### config.mk
export PLATFORM = sky130hd
export DESIGN_NAME = pipe_skid_reg
export DESIGN_NICKNAME = d
export VERILOG_FILES = /design/src/rtl/pipe_skid_reg.sv
export SDC_FILE = /design/constraint.sdc
export NUM_CORES = 1
export LEC_CHECK = 0
export CORE_MARGIN = 2
export CORE_UTILIZATION = 46
export DETAILED_ROUTE_END_ITERATION = 7
export MAX_ROUTING_LAYER = met4
export PLACE_DENSITY = 0.73
export SYNTH_ARGS = -nofsm -noshare
export SYNTH_HDL_FRONTEND = slang
export SYNTH_SLANG_ARGS = --single-unit
### constraint.sdc
create_clock -name clk -period 1.6 [get_ports clk]
set_clock_uncertainty 0.05 [all_clocks]
set_input_delay 0.32 -clock clk [delete_from_list [all_inputs] [get_ports clk]]
set_output_delay 0.32 -clock clk [all_outputs]
set_load 0.01 [all_outputs]
### src/rtl/pipe_skid_reg.sv
// pipe_skid_reg: WIDTH-wide pipeline register stage with a valid/ready
// handshake and a 2-entry skid buffer. in_ready, out_valid and occ all come
// straight from flops, so out_ready has no combinational path to in_ready.
module pipe_skid_reg #(
  parameter int unsigned      WIDTH       = 32,
  parameter logic [WIDTH-1:0] INIT        = {WIDTH{1'b0}},
  parameter bit               ZERO_BUBBLE = 1'b0
) (
  input  logic             clk,
  input  logic             clr_n,
  input  logic             flush,
  input  logic             in_valid,
  input  logic [WIDTH-1:0] in_data,
  output logic             in_ready,
  output logic             out_valid,
  output logic [WIDTH-1:0] out_data,
  input  logic             out_ready,
  output logic [1:0]       occ
);

  localparam int unsigned OCC_W = 2;

  // State encoding doubles as the occupancy count
  typedef enum logic [OCC_W-1:0] {
    EMPTY = 2'd0,
    BUSY  = 2'd1,
    FULL  = 2'd2
  } state_t;

  state_t           state;
  state_t           state_nxt;
  logic [WIDTH-1:0] main_q;
  logic [WIDTH-1:0] main_nxt;
  logic [WIDTH-1:0] skid_q;
  logic [WIDTH-1:0] skid_nxt;
  logic             in_ready_q;
  logic             out_valid_q;
  logic [OCC_W-1:0] occ_q;
  logic             accept;
  logic             emit;

  // One transfer per side per edge
  assign accept = in_valid & in_ready_q;
  assign emit   = out_valid_q & out_ready;

  // Next-state and data-path selection; flush discards any transfer this cycle
  always_comb begin
    state_nxt = state;
    main_nxt  = main_q;
    skid_nxt  = skid_q;
    if (flush) begin
      state_nxt = EMPTY;
    end else begin
      unique case (state)
        EMPTY: begin
          if (accept) begin
            state_nxt = BUSY;
            main_nxt  = in_data;
          end
        end
        BUSY: begin
          if (accept && !emit) begin
            state_nxt = FULL;
            skid_nxt  = in_data;
          end else if (accept && emit) begin
            state_nxt = BUSY;
            main_nxt  = in_data;
          end else if (emit) begin
            state_nxt = EMPTY;
          end
        end
        FULL: begin
          if (emit) begin
            state_nxt = BUSY;
            main_nxt  = skid_q;
          end
        end
        default: begin
          state_nxt = EMPTY;
        end
      endcase
    end
  end

  // State register plus handshake/occupancy flops decoded from the next state
  always_ff @(posedge clk) begin
    if (!clr_n) begin
      state       <= EMPTY;
      in_ready_q  <= 1'b1;
      out_valid_q <= 1'b0;
      occ_q       <= '0;
    end else begin
      state       <= state_nxt;
      in_ready_q  <= (state_nxt != FULL);
      out_valid_q <= (state_nxt != EMPTY);
      occ_q       <= OCC_W'(state_nxt);
    end
  end

  // Data registers: reset loads INIT, flush leaves contents alone
  always_ff @(posedge clk) begin
    if (!clr_n) begin
      main_q <= INIT;
      skid_q <= INIT;
    end else begin
      main_q <= main_nxt;
      skid_q <= skid_nxt;
    end
  end

  assign in_ready  = in_ready_q;
  assign out_valid = out_valid_q;
  assign occ       = occ_q;
  assign out_data  = (ZERO_BUBBLE && !out_valid_q) ? INIT : main_q;

endmodule

== After elaboration in Yosys (flattened, before gate mapping) ==
Index checks and enable logic that the tools add are counted.
Word-level totals
  input port bits: 37
  bits in registers: 68
  word-level logic and storage cells: 35
  output and inout port bits: 36
Operators by class
  mux-type cells: 12
  equality and inequality tests: 7
  reduce and logical (&&, ||, !) cells: 8
  bitwise gates (word level): 3
Operator list (number)
  2-to-1 mux 32 bit: 4
  case mux 32 bit (3 select lines): 1
  2-to-1 mux 2 bit: 6
  != test 2 bit (second input constant): 5
  case mux 2 bit (3 select lines): 1
  AND reduction 6 bit: 1
  AND reduction 3 bit: 1
  nonzero test 3 bit: 1
  bitwise AND 1 bit: 2
  equality test 2 x 1 -> 1 bit (second input constant): 1
  equality test 2 bit (second input constant): 1
  logical AND 1 bit: 2
  logical NOT 2 bit: 1
  nonzero test 2 bit: 1
  logical NOT 1 bit: 1
  inverter 1 bit: 1

== Depth between registers and ports, before layout ==
Gate-level depths: netlist of run 1.
  word-level depth: 7
  gate-level depth with buffers: 6
  gate-level depth less buffers: 3

== Least setup slack after synthesis of run 1 ==
No wires, ideal clock.
  kind: reg-to-reg
  start point: register, netlist name occ[0]
  end point: register main_q[29], in the netlist out_data[29]
  slack: 0.000 ns
  arrival time: 1.403 ns
  buffers on the path: 2
  data required time: 1.403 ns
  clock period less this slack: 1.600 ns
  cell stages (with the launch flop): 6
  library setup time: 0.147 ns
  path through: dfxtp_1 a21bo_1 buf_6 buf_2 a221oi_1 a311oi_2
RTL lines
  end signal: assignment: RTL line 106  | main_q <= main_nxt;
  end: declaration: RTL line 32  | logic [WIDTH-1:0] main_q;

== Worst setup path after layout of run 1 ==
  start point: input port flush
  end point: register main_q[13], in the netlist out_data[13]
On the way
  word-level cells in the longest chain between the ends: 2
RTL lines
  start: declaration: RTL line 11  | input logic flush,
  inverter 1 bit (no source line)
  AND reduction 6 bit (no source line)
Every way passes these cells.
A chain may end at the register's enable or synchronous reset.

==> impl_metrics.env, run 1 <==
export IMPL_status="completed"
export IMPL_grt_pass1_wl_mm=15.7
export IMPL_gp_congestion=0.870
export IMPL_antenna_found_initial=0
export IMPL_r2r_end="out_data[13]"
export IMPL_drc=0
export IMPL_synth_seq_cells=68
export IMPL_reg2regPathDepth=4
export IMPL_r2r_slack_ns=0.08
export IMPL_initial_core_util=0.472
export IMPL_post_route_util=0.642
export IMPL_clock_fmax_mhz=651
export IMPL_reg2reg_from="occ[1]"
export IMPL_avgSynthCellArea_um2=9.48
export IMPL_rsz0062_at_grt="no"
export IMPL_synth_nets=394
export IMPL_synth_top_area_share=0.402
export IMPL_cap_viol_max_count=0
export IMPL_fillers=600
export IMPL_first_pass_iters=4
export IMPL_avgRoutedWirePerCell_um=17.3
export IMPL_cts_tree="built"
export IMPL_first_global_vias=3218
export IMPL_worst_path_max_fanout=14
export IMPL_clock_sinks=68
export IMPL_p_per_area_mw_per_mm2=899
export IMPL_crit_end="out_data[13]"
export IMPL_synth_area_leaders="dfxtp_1 40%, a311oi_2 13%, a221oi_2 11%"
export IMPL_peakVddDrop_v=0.000446
export IMPL_cp_data_required_time_ns=1.81
export IMPL_worstSetupStartpoint="flush"
export IMPL_row_count=31
export IMPL_htree_levels=3
export IMPL_syn_to_final_growth_pct=36.1
export IMPL_tightest_slew_ns=0.318
export IMPL_ctsLongestPathBuffers=2
export IMPL_ys_warn_count=0
export IMPL_nets=472
export IMPL_finalHoldViolations=0
export IMPL_clk_pin_slew_ns=0.07
export IMPL_slew_headroom=0.788
export IMPL_slew_viol_final=0
export IMPL_via_per_inst=5.94
export IMPL_vias=3201
export IMPL_die_area_mm2=0.00806
export IMPL_path_class="input pin to flop"
export IMPL_overflow=0
export IMPL_synth_top_area_cell="dfxtp_1"
export IMPL_p_leak_nw=1.70
export IMPL_cts_setup_buffers=0
export IMPL_ant_nets=0
export IMPL_io_buffers=72
export IMPL_grt_max_degree=48
export IMPL_drt_iter0_markers=187
export IMPL_hpwl_mm=6.03
export IMPL_syn_cell_area_mm2=0.00339
export IMPL_coreArea_mm2=0.00718
export IMPL_period_minus_slack_ns=1.54
export IMPL_holdWs_ns=0.428
export IMPL_die_w_um=89.8
export IMPL_start_kind="input pin"
export IMPL_ys_types=30
export IMPL_holdCritPathClass="flop to flop"
export IMPL_clk_latency_ns=0.35
export IMPL_n_antenna_cell=0
export IMPL_pin_count=73
export IMPL_die_h_um=89.8
export IMPL_worst_ep_arrival_time_ns=1.74
export IMPL_post_route_period_util=0.960
export IMPL_numCtsBuffers=9
export IMPL_syn_inst=357
export IMPL_routed_wl_mm=9.30
export IMPL_grt_use_total=0.245
export IMPL_setup_viol=0
export IMPL_synth_seq_area_share=0.402
export IMPL_endpoint_kind="flop"
export IMPL_root_buffer="clkbuf_8"
export IMPL_drive_above_1_share=0.273
cells in the mapped netlist (all sizes together):
| cell type | n |
|---|---|
| dfxtp | 68 |
| nand2 | 65 |
| a21oi | 35 |
| a221oi | 33 |
| o21ai | 33 |
| a311oi | 32 |
| nand3 | 32 |
| clkbuf | 24 |
| buf | 19 |
| inv | 2 |
| a21bo | 1 |
| a21boi | 1 |
| a22o | 1 |
| a32oi | 1 |
| and2 | 1 |
| and3b | 1 |
| and4b | 1 |
| and4bb | 1 |
| nand2b | 1 |
| nand4bb | 1 |
| nor2 | 1 |
| nor2b | 1 |
| nor3 | 1 |
| or3 | 1 |
worst min path at each step:
stage          startpoint          to  slack (ns)  depth (start not counted)
2_1_floorplan  skid_q[10]  skid_q[10]        0.40                          2
3_3_place_gp   skid_q[15]  skid_q[15]        0.41                          2
3_5_place_dp   skid_q[16]  skid_q[16]        0.42                          2
4_1_cts        skid_q[16]  skid_q[16]        0.43                          2
5_1_grt        skid_q[16]  skid_q[16]        0.44                          2
6_report       skid_q[16]  skid_q[16]        0.43                          2
stage by stage:
stage / TNS [ns] / power [mW] / setup WS, ns / area (um2) / instances
final: 0 / 4.14 / 0.0637 / 4610 / 539
after global routing: 0 / 4.30 / 0.00160 / 4610 / 539
after CTS: 0 / 4.17 / 0.0376 / 4600 / 539
after detailed placement: -14.26 / 2.63 / -0.303 / 4420 / 523
after global placement: -11.73 / 2.61 / -0.248 / 4420 / 523
after floorplan: 0 / 2.26 / 0.000261 / 3390 / 357
sequential cells by signal, indices dropped and copies added, names as in the netlist:
register and count:
out_valid 1, out_data 32, in_ready 1, occ 2, skid_q 32
cell type report:
type	count	area, um2	area share
timing repair buffer	110	1090	0.237
sequential	68	1370	0.296
clock inverter	6	86.3	0.0187
inverter	2	7.51	0.00163
clock buffer	10	138	0.0299
multi-input combinational	244	1800	0.390
tap	99	124	0.0269
critical path: stages:
cell and delay, ns:
clkdlybuf4s50_1 0.42, and4bb_4 0.38, buf_4 0.26, a221oi_2 0.10, a311oi_2 0.25
layer usage:
metal	vias up	track usage	share of wire
met5	-	-	0
met4	0	0.0667	0.0098
met3	9	0.0662	0.055
met2	120	0.424	0.53
met1	1564	0.281	0.41
li1	1508	-	-
placed cells by master, fill, tap and decap left out, types with 3 or more instances in the layout:
| cell type | instances |
|---|---|
| nand2_1 | 65 |
| a21oi_1 | 35 |
| o21ai_0 | 30 |
| dfxtp_2 | 3 |
| buf_4 | 27 |
| dfxtp_1 | 65 |
| a221oi_1 | 8 |
| a221oi_2 | 25 |
| o21ai_1 | 3 |
| clkdlybuf4s50_1 | 36 |
| clkbuf_8 | 10 |
| dlygate4sd2_1 | 36 |
| buf_12 | 10 |
| nand3_1 | 32 |
| a311oi_2 | 30 |
what timing repair did:
| action | in CTS | in global routing |
|---|---|---|
| pin swaps | 0 | 1 |
| resized for setup | 39 | 1 |
| endpoints found under the setup margin | 36 | 3 |
| hold buffers | 0 | 0 |
report_power, final:
part	leakage, nW	switching [mW]	internal [mW]
logic	1.03	0.363	0.372
clock network	0.113	0.670	0.919
registers	0.555	0.0526	1.77
kinds of logic after synthesis:
group / count (synthesis) / synth area share
flops: 68 / 0.402
buf+inv: 45 / 0.0728
simple gates: 107 / 0.142
compound gates: 137 / 0.383
No activity file was read; power rests on OpenSTA's default activity.
==> run 2, diff against run 1 <==
- clock period: 1.6 -> 1.4 ns (I/O delays scaled with it)
==> impl_metrics.env, run 2 (synthesized netlist as in run 1, its figures left out) <==
export IMPL_status="complete, but fails checks"
export IMPL_violations="negative setup slack"
export IMPL_start_kind="flop"
export IMPL_clock_fmax_mhz=641
export IMPL_drt_iter0_markers=180
export IMPL_post_route_util=0.668
export IMPL_p_per_area_mw_per_mm2=957
export IMPL_drc=0
export IMPL_slew_viol_final=0
export IMPL_clock_sinks=68
export IMPL_fillers=577
export IMPL_worst_path_max_fanout=13
export IMPL_row_count=31
export IMPL_dpl_cell_area_mm2=0.00447
export IMPL_coreArea_mm2=0.00718
export IMPL_routed_wl_mm=9.79
export IMPL_cts_tree="built"
export IMPL_slew_headroom=0.777
export IMPL_multi_input_area_mm2=0.00188
export IMPL_setup_viol=56
export IMPL_htree_levels=3
export IMPL_grt_use_total=0.243
export IMPL_io_buffers=72
export IMPL_finalHoldViolations=0
export IMPL_die_w_um=89.8
export IMPL_grt_max_degree=27
export IMPL_fin_area_mm2=0.00479
export IMPL_path_class="flop to flop"
export IMPL_sw_frac_of_total=0.283
export IMPL_power_switching_mw=1.30
export IMPL_first_global_vias=3126
export IMPL_gp_congestion=0.846
export IMPL_overflow=0
export IMPL_drive_above_1_share=0.327
export IMPL_cap_viol_max_count=0
export IMPL_hpwl_mm=6.15
export IMPL_root_buffer="clkbuf_8"
export IMPL_numCtsBuffers=9
export IMPL_antenna_found_initial=0
export IMPL_p_leak_nw=1.76
export IMPL_first_pass_iters=4
export IMPL_p_int_mw=3.29
export IMPL_syn_to_final_growth_pct=41.5
export IMPL_endpoint_kind="flop"
export IMPL_tightest_slew_ns=0.334
export IMPL_peakVddDrop_v=0.000536
export IMPL_avgRoutedWirePerCell_um=17.9
export IMPL_die_area_mm2=0.00806
export IMPL_pin_count=73
export IMPL_cp_data_required_time_ns=1.61
export IMPL_via_per_inst=5.89
export IMPL_initial_core_util=0.472
export IMPL_grt_pass1_wl_mm=15.6
export IMPL_die_h_um=89.8
export IMPL_clk_latency_ns=0.35
export IMPL_final_cell_mix="65 x nand2_1, 63 x dfxtp_1, 34 x clkdlybuf4s50_1, 34 x dlygate4sd2_1, 32 x a311oi_2"
export IMPL_critPathMaxStageDelay_ns=0.48
export IMPL_critPathSlowestCell="and4bb_4"
export IMPL_vias=3229
export IMPL_hold_buffers=0
export IMPL_worst_ep_arrival_time_ns=1.76
export IMPL_nets=482
export IMPL_combPwrFrac=0.198
export IMPL_clk_pin_slew_ns=0.08
export IMPL_clockPowerShare=0.350
export IMPL_holdCritPathClass="flop to flop"
export IMPL_n_antenna_cell=0
export IMPL_rsz0062_at_grt="yes"
export IMPL_crit_chain="and4bb_4 > clkbuf_16 > a221oi_2 > a311oi_2"
export IMPL_dp_slack_ns=-0.492
export IMPL_final_common_cell="nand2_1"
export IMPL_power_mw=4.59
export IMPL_finalWorstSetupSlack_ns=-0.159
export IMPL_post_route_period_util=1.11
export IMPL_period_minus_slack_ns=1.56
export IMPL_ant_nets=0
export IMPL_ff_latch_area_mm2=0.00138
export IMPL_ctsLongestPathBuffers=2
export IMPL_pwr_share_seq=0.452
## run 2: worst paths after layout
check / slack [ns] / to / start / cells past startpoint
worst max register to register: -0.16 / out_data[6] / occ[1] / 4
worst min-delay path: 0.43 / skid_q[15] / skid_q[15] / 2
worst max-delay path: -0.16 / out_data[6] / occ[1] / 4
worst min register to register: 0.43 / skid_q[15] / skid_q[15] / 2
## run 2: per-stage QoR
| step | cells | hold WS, ns | setup TNS (ns) |
|---|---|---|---|
| 3_5_place_dp | 527 | 0.417 | -23.61 |
| 4_1_cts | 546 | 0.427 | -1.07 |
| 2_1_floorplan | 357 | 0.378 | -1.45 |
| 3_3_place_gp | 527 | 0.408 | -21.69 |
| 5_1_grt | 548 | 0.448 | -7.21 |
| 6_report | 548 | 0.426 | -4.69 |
## run 2: what timing repair did
item                                    in CTS  in global routing
pin swaps                                    5                 13
endpoints found under the setup margin      75                 63
resized for setup                           55                 21
hold endpoints to repair                     0                  0
buffers inserted                             2                  2
gates cloned                                 2                  2
## run 2: critical path, delay by kind of cell (launching register included)
family,cells,cell delay [ns]
AO/OA/AOI/OAI,2,0.34
buffers and inverters,1,0.23
flip-flops,1,0.36
AND/OR/NAND/NOR,1,0.48
## run 2: layout make-up
cell class | instances | area share
clock inverter | 6 | 0.0136
inverter | 2 | 0.00157
timing repair buffer | 120 | 0.255
multi-input combinational | 244 | 0.391
sequential | 68 | 0.287
clock buffer | 9 | 0.0259
tap | 99 | 0.0259
## run 2: metal layers
metal,part of all wire,global-route usage,vias up
met5,0,-,-
met3,0.053,0.0536,20
met4,0.023,0.0846,0
met1,0.43,0.290,1562
li1,-,-,1535
met2,0.50,0.407,112
## run 2: power by group through the flow
stage               clock [mW]  combinational, mW  sequential [mW]
global route              1.70              0.971             2.08
CTS                       1.62              0.891             2.07
global placement             0              0.878             2.11
detailed placement           0              0.897             2.11
floorplan                    0              0.455             2.14
finish                    1.61              0.910             2.07
==> run 3, diff against run 2 <==
- SKIP_CTS_REPAIR_TIMING: default -> 1
==> impl_metrics.env, run 3 (synthesized netlist as in run 1, its figures left out) <==
export IMPL_vias=3265
export IMPL_die_w_um=89.8
export IMPL_io_buffers=72
export IMPL_grt_max_degree=33
export IMPL_drive_above_1_share=0.331
export IMPL_pin_count=73
export IMPL_post_route_period_util=1.09
export IMPL_crit_chain="and4bb_4 > a22o_4 > clkbuf_16 > a311oi_2"
export IMPL_numCtsBuffers=9
export IMPL_holdCritPathClass="flop to flop"
export IMPL_p_per_area_mw_per_mm2=924
export IMPL_worst_ep_arrival_time_ns=1.69
export IMPL_slew_viol_final=0
export IMPL_worst_path_max_fanout=8
export IMPL_avgRoutedWirePerCell_um=18.8
export IMPL_endpoint_kind="flop"
export IMPL_hpwl_mm=6.15
export IMPL_violations="negative setup slack"
export IMPL_ant_nets=0
export IMPL_initial_core_util=0.472
export IMPL_rsz0062_at_grt="yes"
export IMPL_routed_wl_mm=10.3
export IMPL_row_count=31
export IMPL_final_cell_mix="65 x nand2_1, 63 x dfxtp_1, 39 x dlymetal6s2s_1, 33 x clkdlybuf4s50_1, 30 x a311oi_2"
export IMPL_clk_latency_ns=0.34
export IMPL_clock_sinks=68
export IMPL_gp_congestion=0.846
export IMPL_grt_use_total=0.232
export IMPL_ctsLongestPathBuffers=2
export IMPL_die_area_mm2=0.00806
export IMPL_first_pass_iters=4
export IMPL_overflow=0
export IMPL_finalWorstSetupSlack_ns=-0.122
export IMPL_root_buffer="clkbuf_8"
export IMPL_power_mw=4.66
export IMPL_grt_pass1_wl_mm=15.0
export IMPL_tightest_slew_ns=0.311
export IMPL_cts_tree="built"
export IMPL_dp_cells=527
export IMPL_fin_setup_tns_ns=-3.71
export IMPL_path_class="flop to flop"
export IMPL_cap_viol_max_count=0
export IMPL_period_minus_slack_ns=1.52
export IMPL_fin_cells=549
export IMPL_drt_iter0_markers=147
export IMPL_slew_headroom=0.793
export IMPL_peakVddDrop_v=0.000503
export IMPL_cp_data_required_time_ns=1.57
export IMPL_status="complete, but fails checks"
export IMPL_antenna_found_initial=0
export IMPL_final_common_cell="nand2_1"
export IMPL_nets=483
export IMPL_finalHoldViolations=0
export IMPL_critPathMaxStageDelay_ns=0.43
export IMPL_setup_viol=54
export IMPL_drc=0
export IMPL_n_antenna_cell=0
export IMPL_p_leak_nw=2.24
export IMPL_critPathSlowestCell="and4bb_4"
export IMPL_start_kind="flop"
export IMPL_fillers=507
export IMPL_htree_levels=3
export IMPL_clock_fmax_mhz=657
export IMPL_first_global_vias=3031
export IMPL_via_per_inst=5.95
export IMPL_die_h_um=89.8
export IMPL_clk_pin_slew_ns=0.08
export IMPL_coreArea_mm2=0.00718
export IMPL_syn_to_final_growth_pct=49.0
[run 3: cell count changes in the layout (fill, tap and decap cells not counted), moves of 2 or more]
cell	previous run	this run
buf_12	9	11
clkbuf_16	2	5
buf_6	7	5
nand3_4	1	3
dlymetal6s2s_1	0	39
nand3_1	30	25
nand3_2	1	4
a311oi_2	32	30
dlygate4sd2_1	34	0
buf_4	28	26
clkbuf_2	2	0
a311oi_1	0	2
[run 3: where the power goes]
part	total (mW)	internal, mW	leakage, nW	switching [mW]
Clock	1.61	0.813	0.0916	0.798
Sequential	2.07	2.02	0.556	0.0577
Combinational	0.979	0.516	1.59	0.462
Total	4.66	3.34	2.24	1.32
[run 3: worst paths after layout]
kind	from	end	slack [ns]	depth (start not counted)
min	skid_q[15]	skid_q[15]	0.43	2
min reg2reg	skid_q[15]	skid_q[15]	0.43	2
max	occ[1]	out_data[6]	-0.12	4
max reg2reg	occ[1]	out_data[6]	-0.12	4
[run 3: metrics by stage]
step	instance area (um2)	util	worst slack [ns]	hold WS, ns
2_1_floorplan	3430	-	-0.0485	0.378
3_3_place_gp	4470	0.623	-0.400	0.408
3_5_place_dp	4470	0.623	-0.492	0.417
4_1_cts	4660	0.650	-0.336	0.427
5_1_grt	5050	0.703	-0.158	0.450
6_report	5050	0.703	-0.122	0.428
[run 3: critical path, delay by kind of cell (launching register included)]
kind | cells | cell delay [ns]
simple gates | 1 | 0.43
flops | 1 | 0.36
compound gates | 2 | 0.36
buf+inv | 1 | 0.19
[run 3: final cells by class]
cell class,instances,area (um2),share of cell area
timing repair buffer,121,1440,0.284
tap,99,124,0.0245
clock inverter,6,65.1,0.0129
multi-input combinational,244,1920,0.380
inverter,2,7.51,0.00149
clock buffer,9,124,0.0245
sequential,68,1370,0.272
[run 3: metal layers]
metal  global-route usage  routed length (um)  up-vias
met3               0.0536                 575       12
met4               0.0538                 118        0
li1                     -                   -     1531
met2                0.388                5260      118
met1                0.287                4360     1604
met5                    -                   0        -
